File: config.mk
export PLATFORM = sky130hd
export DESIGN_NAME = blft_win_sched
export DESIGN_NICKNAME = d
export VERILOG_FILES = /design/src/rtl/blft_win_sched.sv
export SDC_FILE = /design/constraint.sdc
export NUM_CORES = 1
export LEC_CHECK = 0
export ABC_AREA = 1
export CAP_MARGIN = 20
export CORE_AREA = 2 2 164 166
export CTS_BUF_LIST = sky130_fd_sc_hd__clkbuf_16
export CTS_CLUSTER_SIZE = 16
export DETAILED_ROUTE_END_ITERATION = 10
export DIE_AREA = 0 0 166 168
export PLACE_DENSITY_LB_ADDON = 0.3
export SETUP_SLACK_MARGIN = 0.4
export SLEW_MARGIN = 30
export SYNTH_ARGS = -nofsm -noshare
export SYNTH_HDL_FRONTEND = slang
export SYNTH_SLANG_ARGS = --single-unit
File: constraint.sdc
create_clock -name clk -period 7.4 [get_ports clk]
set_input_delay 1.11 -clock clk [delete_from_list [all_inputs] [get_ports clk]]
set_output_delay 1.11 -clock clk [all_outputs]
set_load 0.01 [all_outputs]
File: src/rtl/blft_win_sched.sv
// blft_win_sched: sequencing controller for the bilateral-filter datapath.
//
// Walks the image in raster order. For every pixel it reads the 3x3
// neighbourhood from image memory (border pixels replicated), hands the
// assembled window to the filter core over a valid/ready handshake, waits
// for the core's result and emits it tagged with its raster address.
//
// Ports:
//   clk, rst            rising-edge clock, asynchronous active-low reset
//   start               one-cycle pulse, starts a frame from IDLE or DONE
//   mem_ren/mem_raddr   image memory read request (row*IMG_W+col)
//   mem_rdata           read data, valid one cycle after mem_ren
//   win_valid/win_ready window handshake to the filter core
//   win_data            9 taps, tap k at [8k+7:8k], centre is k=4
//   res_valid/res_data  one-cycle result pulse from the core
//   out_valid/out_addr/out_data  result pixel, one-cycle pulse
//   finish              frame complete, held until the next start
//   busy                high outside IDLE/DONE
module blft_win_sched #(
    parameter int IMG_W  = 256,
    parameter int IMG_H  = 256,
    parameter int ADDR_W = 16
) (
    input  logic              clk,
    input  logic              rst,
    input  logic              start,
    output logic              mem_ren,
    output logic [ADDR_W-1:0] mem_raddr,
    input  logic [7:0]        mem_rdata,
    output logic              win_valid,
    input  logic              win_ready,
    output logic [71:0]       win_data,
    input  logic              res_valid,
    input  logic [7:0]        res_data,
    output logic              out_valid,
    output logic [ADDR_W-1:0] out_addr,
    output logic [7:0]        out_data,
    output logic              finish,
    output logic              busy
);

    localparam int RW = (IMG_H > 1) ? $clog2(IMG_H) : 1;
    localparam int CW = (IMG_W > 1) ? $clog2(IMG_W) : 1;

    localparam logic [RW-1:0]     ROW_ZERO  = RW'(0);
    localparam logic [RW-1:0]     ROW_ONE   = RW'(1);
    localparam logic [RW-1:0]     ROW_LAST  = RW'(IMG_H - 1);
    localparam logic [CW-1:0]     COL_ZERO  = CW'(0);
    localparam logic [CW-1:0]     COL_ONE   = CW'(1);
    localparam logic [CW-1:0]     COL_LAST  = CW'(IMG_W - 1);
    localparam logic [ADDR_W-1:0] ADDR_ZERO = ADDR_W'(0);
    localparam logic [ADDR_W-1:0] WIDTH_A   = ADDR_W'(IMG_W);

    typedef enum logic [2:0] {
        ST_IDLE   = 3'd0,
        ST_FETCH  = 3'd1,
        ST_WAIT   = 3'd2,
        ST_ISSUE  = 3'd3,
        ST_RESULT = 3'd4,
        ST_EMIT   = 3'd5,
        ST_DONE   = 3'd6
    } state_t;

    state_t            state_r, state_s;
    logic [RW-1:0]     row_r, row_s;
    logic [CW-1:0]     col_r, col_s;
    logic [3:0]        tap_r, tap_s;

    logic              cap_vld_r;
    logic [3:0]        cap_k_r;
    logic [71:0]       win_data_r;

    logic              mem_ren_r;
    logic [ADDR_W-1:0] mem_raddr_r;
    logic              win_valid_r;
    logic              out_valid_r;
    logic [ADDR_W-1:0] out_addr_r;
    logic [7:0]        out_data_r;
    logic              finish_r;
    logic              busy_r;

    // Row of tap t: taps 0..2 look one row up, 6..8 one row down, clamped
    // to the image so a border pixel replicates itself instead of wrapping.
    function automatic logic [RW-1:0] clamp_row(input logic [RW-1:0] r, input logic [3:0] t);
        logic [RW-1:0] v;
        v = r;
        case (t)
            4'd0, 4'd1, 4'd2: v = (r == ROW_ZERO) ? r : (r - ROW_ONE);
            4'd6, 4'd7, 4'd8: v = (r == ROW_LAST) ? r : (r + ROW_ONE);
            default:          v = r;
        endcase
        return v;
    endfunction

    // Column of tap t: taps 0,3,6 look left, 2,5,8 look right, clamped so
    // the left/right edge never reaches into the neighbouring row.
    function automatic logic [CW-1:0] clamp_col(input logic [CW-1:0] c, input logic [3:0] t);
        logic [CW-1:0] v;
        v = c;
        case (t)
            4'd0, 4'd3, 4'd6: v = (c == COL_ZERO) ? c : (c - COL_ONE);
            4'd2, 4'd5, 4'd8: v = (c == COL_LAST) ? c : (c + COL_ONE);
            default:          v = c;
        endcase
        return v;
    endfunction

    function automatic logic [ADDR_W-1:0] raster(input logic [RW-1:0] r, input logic [CW-1:0] c);
        return (ADDR_W'(r) * WIDTH_A) + ADDR_W'(c);
    endfunction

    // Next-state and counter logic.
    always_comb begin
        state_s = state_r;
        row_s   = row_r;
        col_s   = col_r;
        tap_s   = tap_r;
        case (state_r)
            ST_IDLE, ST_DONE: begin
                if (start) begin
                    state_s = ST_FETCH;
                    row_s   = ROW_ZERO;
                    col_s   = COL_ZERO;
                    tap_s   = 4'd0;
                end else begin
                    state_s = state_r;
                end
            end
            ST_FETCH: begin
                if (tap_r == 4'd8) begin
                    state_s = ST_WAIT;
                    tap_s   = 4'd0;
                end else begin
                    tap_s   = tap_r + 4'd1;
                end
            end
            ST_WAIT: state_s = ST_ISSUE;
            ST_ISSUE: begin
                if (win_ready) begin
                    state_s = ST_RESULT;
                end else begin
                    state_s = ST_ISSUE;
                end
            end
            ST_RESULT: begin
                if (res_valid) begin
                    state_s = ST_EMIT;
                end else begin
                    state_s = ST_RESULT;
                end
            end
            ST_EMIT: begin
                if (col_r == COL_LAST) begin
                    col_s = COL_ZERO;
                    if (row_r == ROW_LAST) begin
                        state_s = ST_DONE;
                        row_s   = ROW_ZERO;
                    end else begin
                        state_s = ST_FETCH;
                        row_s   = row_r + ROW_ONE;
                    end
                end else begin
                    state_s = ST_FETCH;
                    col_s   = col_r + COL_ONE;
                end
            end
            default: state_s = ST_IDLE;
        endcase
    end

    // State and position counters.
    always_ff @(posedge clk or negedge rst) begin
        if (!rst) begin
            state_r <= ST_IDLE;
            row_r   <= ROW_ZERO;
            col_r   <= COL_ZERO;
            tap_r   <= 4'd0;
        end else begin
            state_r <= state_s;
            row_r   <= row_s;
            col_r   <= col_s;
            tap_r   <= tap_s;
        end
    end

    // Window assembly: the read for tap k returns one cycle later, so the
    // tap index is delayed alongside a capture strobe.
    always_ff @(posedge clk or negedge rst) begin
        if (!rst) begin
            cap_vld_r  <= 1'b0;
            cap_k_r    <= 4'd0;
            win_data_r <= 72'd0;
        end else begin
            cap_vld_r <= (state_r == ST_FETCH);
            cap_k_r   <= tap_r;
            if (cap_vld_r) begin
                win_data_r[8*cap_k_r +: 8] <= mem_rdata;
            end
        end
    end

    // Registered outputs, decoded from the next state so they line up
    // with the state they belong to.
    always_ff @(posedge clk or negedge rst) begin
        if (!rst) begin
            mem_ren_r   <= 1'b0;
            mem_raddr_r <= ADDR_ZERO;
            win_valid_r <= 1'b0;
            out_valid_r <= 1'b0;
            out_addr_r  <= ADDR_ZERO;
            out_data_r  <= 8'd0;
            finish_r    <= 1'b0;
            busy_r      <= 1'b0;
        end else begin
            mem_ren_r   <= (state_s == ST_FETCH);
            mem_raddr_r <= (state_s == ST_FETCH)
                         ? raster(clamp_row(row_s, tap_s), clamp_col(col_s, tap_s))
                         : ADDR_ZERO;
            win_valid_r <= (state_s == ST_ISSUE);
            out_valid_r <= (state_s == ST_EMIT);
            finish_r    <= (state_s == ST_DONE);
            busy_r      <= (state_s != ST_IDLE) && (state_s != ST_DONE);
            if ((state_r == ST_RESULT) && res_valid) begin
                out_addr_r <= raster(row_r, col_r);
                out_data_r <= res_data;
            end
        end
    end

    assign mem_ren   = mem_ren_r;
    assign mem_raddr = mem_raddr_r;
    assign win_valid = win_valid_r;
    assign win_data  = win_data_r;
    assign out_valid = out_valid_r;
    assign out_addr  = out_addr_r;
    assign out_data  = out_data_r;
    assign finish    = finish_r;
    assign busy      = busy_r;

endmodule

==> results.md, run 1 <==
- Synth area leaders: dfrtp_1, nand2_1, nand3_1
- Top cell type by total area after synthesis: dfrtp_1
- Hold buffers post-CTS: 0
- Synth Instances: 1000
- Total gr overflow: 0
- Maximum Capacitance Violations: 0
- Final Hold Viols: 0
- Fin crit period: 3470 ps
- Rel. slew slack: 48.5%
- Die area: 0.0279 mm²
- FF-to-FF setup slack: 3930 ps
- Core area: 0.0264 mm²
- Proportion of layout cells with a drive suffix above 1: 11.4%
- Synth unique cells: 38
- RSZ-0062 raised after global routing: false
- Most used DFF post-synth: dfrtp_1
- Leakage: 4.71 nW
- Post-synthesis register bit count: 145
- Asr flop ratio synth: 100%
- Register clock-pin slew on the reported worst setup and hold paths: 60 ps
- Worst reg2reg endpoint: win_data[42]
- Post-DP HPWL: 16200 µm
- Hold EP: cap_k_r[2]
- Vias in the first global route: 6845
- Worst setup SP type: flop
- Pin count of the biggest net entering global routing: 94
- Initial core utilization: 29.2%
- Post-synth top area share: 47.2%
- CP Cell Sequence: clkinv_1 -> ha_1 -> clkinv_1 -> nor2_1 -> clkinv_1 -> nor2_2 -> inv_1 -> nand2_1 -> nand2_1
- Power per cell area: 450 mW/mm²
- Clk sinks: 145
- PortBufs: 137
- Min-delay src: tap_r[2]
- CTS Buffer Depth: 2
- VDD IR max: 0.300 mV
- Fmax: 288 MHz
- Crit path arrival time: 3780 ps
- Actual slew at the worst max-slew pin: 769 ps
- Clock latency on the worst-skew pair: 430 ps
- CTS Buf Count: 17
- Clk root buf: clkbuf_16
- Post-synth EDFFs: 0
- FF-to-FF path depth: 9
- H-Tree Depth: 4
- Nets: 1165
- Antenna-violating nets left: 0
- Synthesized area: 0.00769 mm²
- Pre-CTS WS: 3610 ps
- FF-to-FF Start: cap_k_r[0]
- Initial antenna violation count: 0
- Max Used Layer: met4
- DRC Markers: 0
- Commonest cells after routing, fill and taps aside: nand2_1, dfrtp_1, clkdlybuf4s50_1, nand3_1, o21ai_0
- DR vias: 6934
- Placer congestion estimate: 0.869
- Layout Area Growth over Synthesis: 30.1%
- Vias/cell: 4.67
- CP dominant cell by count: clkinv_1
- Worst Setup Path Type: flop to flop
- CP endpoint kind: flop
- First-pass GRT wire length: 35900 µm
- Post CTS Setup Buffer Count: 0
- Post-Syn Nets: 1032
- Fin Clk Skew: 11.0 ps
- Synth Warn #: 0
- Met3 Wirelength: 957 µm
- Initial DRC Count: 462
- Setup Viol. Count Final: 0
- Slew Limit Fails: 0
- Status: completed
- Metal-1 WL: 9770 µm
- Hold Crit Depth: 0
- Sequential area share after synthesis: 47.2%
- Die X: 166 µm
- Req. time, crit path: 7710 ps
- Setup_tns: 0 ps
- CTS resizes: 0
- Pre-Repair DR Iteration Count: 5
- Worst setup margin: 3930 ps
- Critical-path cell with the highest stage delay: ha_1
- Slowest Stage Delay on Critical Path: 840 ps
- Synth Area per Inst: 7.69 µm²
- Commonest non-fill, non-tap cell in the layout: nand2_1
- GRT Util Overall: 15.9%
- Final WL: 22000 µm
- Final core utilization: 38.0%
- Hold Path Class: flop to flop
- Antenna Cells: 0
- Crit-path max FO: 21
- Crit share post-route: 46.9%
- # IOs: 138
- TritonCTS clock tree: built
- Die H: 168 µm
- DR WL/cell: 14.8 µm
- WL met2: 10900 µm
- Rows: 60
## worst max path at each step
stage,end,slack (ps),cells after the start,start
2_1_floorplan,mem_raddr[0],4670,16,start
3_3_place_gp,mem_raddr[13],3720,10,res_valid
3_5_place_dp,mem_raddr[13],3610,10,res_valid
4_1_cts,win_data[30],3910,10,cap_k_r[0]
5_1_grt,win_data[45],3470,9,cap_k_r[0]
6_report,win_data[42],3930,9,cap_k_r[0]
## critical path: cells and delay by family, from the launching register on
family                   cells  cell delay [ps]
buffers and inverters        4             1390
adder cells (fa/ha/maj)      1              840
AND/OR/NAND/NOR              4              720
flip-flops                   1              410
## logic make-up (layout without fill, tap and decap cells)
logic type,count (synthesis),count (layout),synth area share (%)
simple gates,571,571,34.3
flops,145,145,47.2
buf+inv,135,280,6.81
compound gates,132,132,9.27
fa+ha+maj,11,11,1.79
xor+xnor,6,6,0.683
## Yosys cell counts (2+ instances only)
| cell | instances |
|---|---|
| nand2_1 | 296 |
| dfrtp_1 | 145 |
| nand3_1 | 106 |
| o21ai_0 | 88 |
| inv_1 | 78 |
| nor2_1 | 59 |
| nor3_1 | 35 |
| inv_2 | 25 |
| nand2_2 | 22 |
| clkbuf_1 | 21 |
| a21oi_1 | 20 |
| nand3_2 | 13 |
| nand4_1 | 13 |
| o21ai_1 | 12 |
| ha_1 | 11 |
| nor2_2 | 8 |
| clkinv_1 | 5 |
| nand2_4 | 4 |
| nor2_4 | 4 |
| o21ai_2 | 4 |
| xor2_1 | 4 |
| nor3_2 | 3 |
| a21oi_2 | 2 |
| buf_2 | 2 |
| buf_4 | 2 |
| nand3_4 | 2 |
| nand3b_1 | 2 |
| o21ai_4 | 2 |
| o22ai_1 | 2 |
| xnor2_1 | 2 |
## cell type report
type                            instances  area (µm²)
Sequential cell                       145        3630
Inverter                              108         405
Clock buffer                           17         425
Multi-Input combinational cell        720        3560
Clock inverter                         14         156
Tap cell                              341         427
Timing Repair Buffer                  141        1410
Fill cell                            2711       16300
## per-layer routing
layer	global-route usage (%)	vias up
li1	-	3519
met1	19.7	3196
met2	28.1	193
met3	2.91	26
met4	5.18	0
met5	0	-
## where the power goes
part           internal [mW]  total (mW)  leakage, nW  switching [mW]
combinational          0.895        2.39         2.59            1.50
clock                  0.500       0.861        0.272           0.362
sequential              1.08        1.26         1.85           0.180
## flip-flops by register name, indices dropped and copies added (netlist names)
signal / cells
out_addr: 16
out_data: 8
mem_ren: 1
out_valid: 1
col_r: 8
busy: 1
cap_vld_r: 1
finish: 1
win_valid: 1
state_r: 3
mem_raddr: 16
cap_k_r: 4
win_data: 72
tap_r: 4
row_r: 8
## through the flow
stage / total power [mW] / cell area, µm² / instances / hold WS (ps)
4_1_cts: 4.54 / 10000 / 1486 / 478
6_report: 4.51 / 10000 / 1486 / 471
3_3_place_gp: 3.65 / 9410 / 1455 / 458
2_1_floorplan: 2.74 / 7690 / 1000 / 417
3_5_place_dp: 3.67 / 9420 / 1455 / 462
5_1_grt: 4.90 / 10000 / 1486 / 499
No activity file was read; power rests on OpenSTA's default activity.
==> run 2: changes to the inputs <==
==> constraint.sdc (replaced) <==
create_clock -name clk -period 3.1 [get_ports clk]
set_input_delay 0.465 -clock clk [delete_from_list [all_inputs] [get_ports clk]]
set_output_delay 0.465 -clock clk [all_outputs]
set_load 0.01 [all_outputs]
==> run 2 against run 1 <==
  * Largest cell class unchanged
  * Clock skew up 4.2 ps
  * Sequential share of layout area down 0.50 points
  * Critical path depth down 2
==> results.md, run 2 (synthesized netlist as in run 1, its figures left out) <==
- Core area: 0.0264 mm²
- Register clock-pin slew on the reported worst setup and hold paths: 70 ps
- Slew Limit Fails: 0
- Worst Setup Path Type: flop to flop
- Crit path arrival time: 2790 ps
- VDD IR max: 0.805 mV
- Crit-path max FO: 16
- Initial core utilization: 29.2%
- Vias/cell: 4.72
- Final WL: 22400 µm
- Pin count of the biggest net entering global routing: 65
- Rel. slew slack: 53.8%
- Crit share post-route: 80.9%
- Layout Area Growth over Synthesis: 32.0%
- Clk sinks: 145
- Worst setup margin: 593 ps
- Commonest cells after routing, fill and taps aside: nand2_1, dfrtp_1, clkdlybuf4s50_1, nand3_1, o21ai_0
- Clk root buf: clkbuf_16
- GRT Util Overall: 16.2%
- Hold Path Class: input pin to async pin
- Register area: 0.00363 mm²
- PortBufs: 137
- Fillers: 2728
- Initial antenna violation count: 0
- Max reg flops: 72
- Nets: 1181
- Actual slew at the worst max-slew pin: 693 ps
- Setup_tns: 0 ps
- RSZ-0062 raised after global routing: true
- Leakage: 4.80 nW
- Status: completed
- Fin Clk Skew: 15.2 ps
- TritonCTS clock tree: built
- DR vias: 7087
- Vias in the first global route: 7029
- Final hold slack: 27.1 ps
- Pre-CTS WS: 301 ps
- Proportion of layout cells with a drive suffix above 1: 13.1%
- DR WL/cell: 14.9 µm
- Die area: 0.0279 mm²
- Initial DRC Count: 440
- Post-DP HPWL: 16300 µm
- Total gr overflow: 0
- Pre-Repair DR Iteration Count: 5
- Power per cell area: 1080 mW/mm²
- Fin crit period: 2510 ps
- Die H: 168 µm
- Req. time, crit path: 3390 ps
- CTS Buffer Depth: 2
- Clock latency on the worst-skew pair: 430 ps
- H-Tree Depth: 4
- Final core utilization: 38.6%
- # IOs: 138
- Die X: 166 µm
- DRC Markers: 0
- Worst setup SP type: flop
- First-pass GRT wire length: 36700 µm
- Placer congestion estimate: 0.912
- Commonest non-fill, non-tap cell in the layout: nand2_1
- Non-filler cells, final: 1503
- CTS Buf Count: 17
- Antenna Cells: 0
- Power Total: 10.9 mW
- Fmax: 399 MHz
- Design area: 0.0102 mm²
- Cell count after placement: 1468
- Setup Viol. Count Final: 0
- Final Hold Viols: 0
- CP endpoint kind: flop
- Maximum Capacitance Violations: 0
- Rows: 60
- Area of the multi-input gates: 0.00358 mm²
- Post-DP Area: 0.00953 mm²
- Antenna-violating nets left: 0
run 2: metal layers:
layer  global-route usage [%]  routed length, µm  vias up
met2                     29.5              11500      175
met3                     3.03                969       11
met5                        0                  0        -
li1                         -                  -     3560
met1                     20.1               9760     3341
met4                     3.18                168        0
run 2: layout make-up:
| class | count | share of cell area (%) |
|---|---|---|
| Inverter | 108 | 3.99 |
| Timing Repair Buffer | 157 | 15.1 |
| Sequential cell | 145 | 35.7 |
| Clock inverter | 15 | 1.53 |
| Multi-Input combinational cell | 720 | 35.2 |
| Clock buffer | 17 | 4.19 |
| Tap cell | 341 | 4.20 |
run 2: report_power, final:
| group | switching [mW] | total (mW) | internal, mW | leakage (nW) |
|---|---|---|---|---|
| Combinational | 3.69 | 5.92 | 2.24 | 2.67 |
| Sequential | 0.410 | 2.98 | 2.57 | 1.84 |
| Clock | 0.898 | 2.03 | 1.13 | 0.292 |
run 2: critical path: stages, from the launching register on:
cell     delay (ps)
dfrtp_1         430
nor3_1          260
ha_1            210
inv_1           100
nor4_2          470
nand4_1         590
nand2_1         220
o21ai_0         100
run 2: worst paths after layout:
check | depth (start not counted) | endpoint | slack [ps] | from
hold / removal | 1 | win_data[4] | 30 | rst
setup reg to reg | 7 | win_data[56] | 590 | cap_k_r[0]
setup / recovery | 7 | win_data[56] | 590 | cap_k_r[0]
min in group clk | 0 | cap_k_r[2] | 460 | tap_r[2]
hold reg to reg | 0 | cap_k_r[2] | 460 | tap_r[2]
max in group asynchronous | 2 | out_addr[8] | 2180 | rst
run 2: timing repair:
action / 4_1_cts / 5_1_grt
hold buffers: 0 / 0
resized for setup: 0 / 10
endpoints found under the setup margin: 0 / 28
setup buffers: 0 / 3
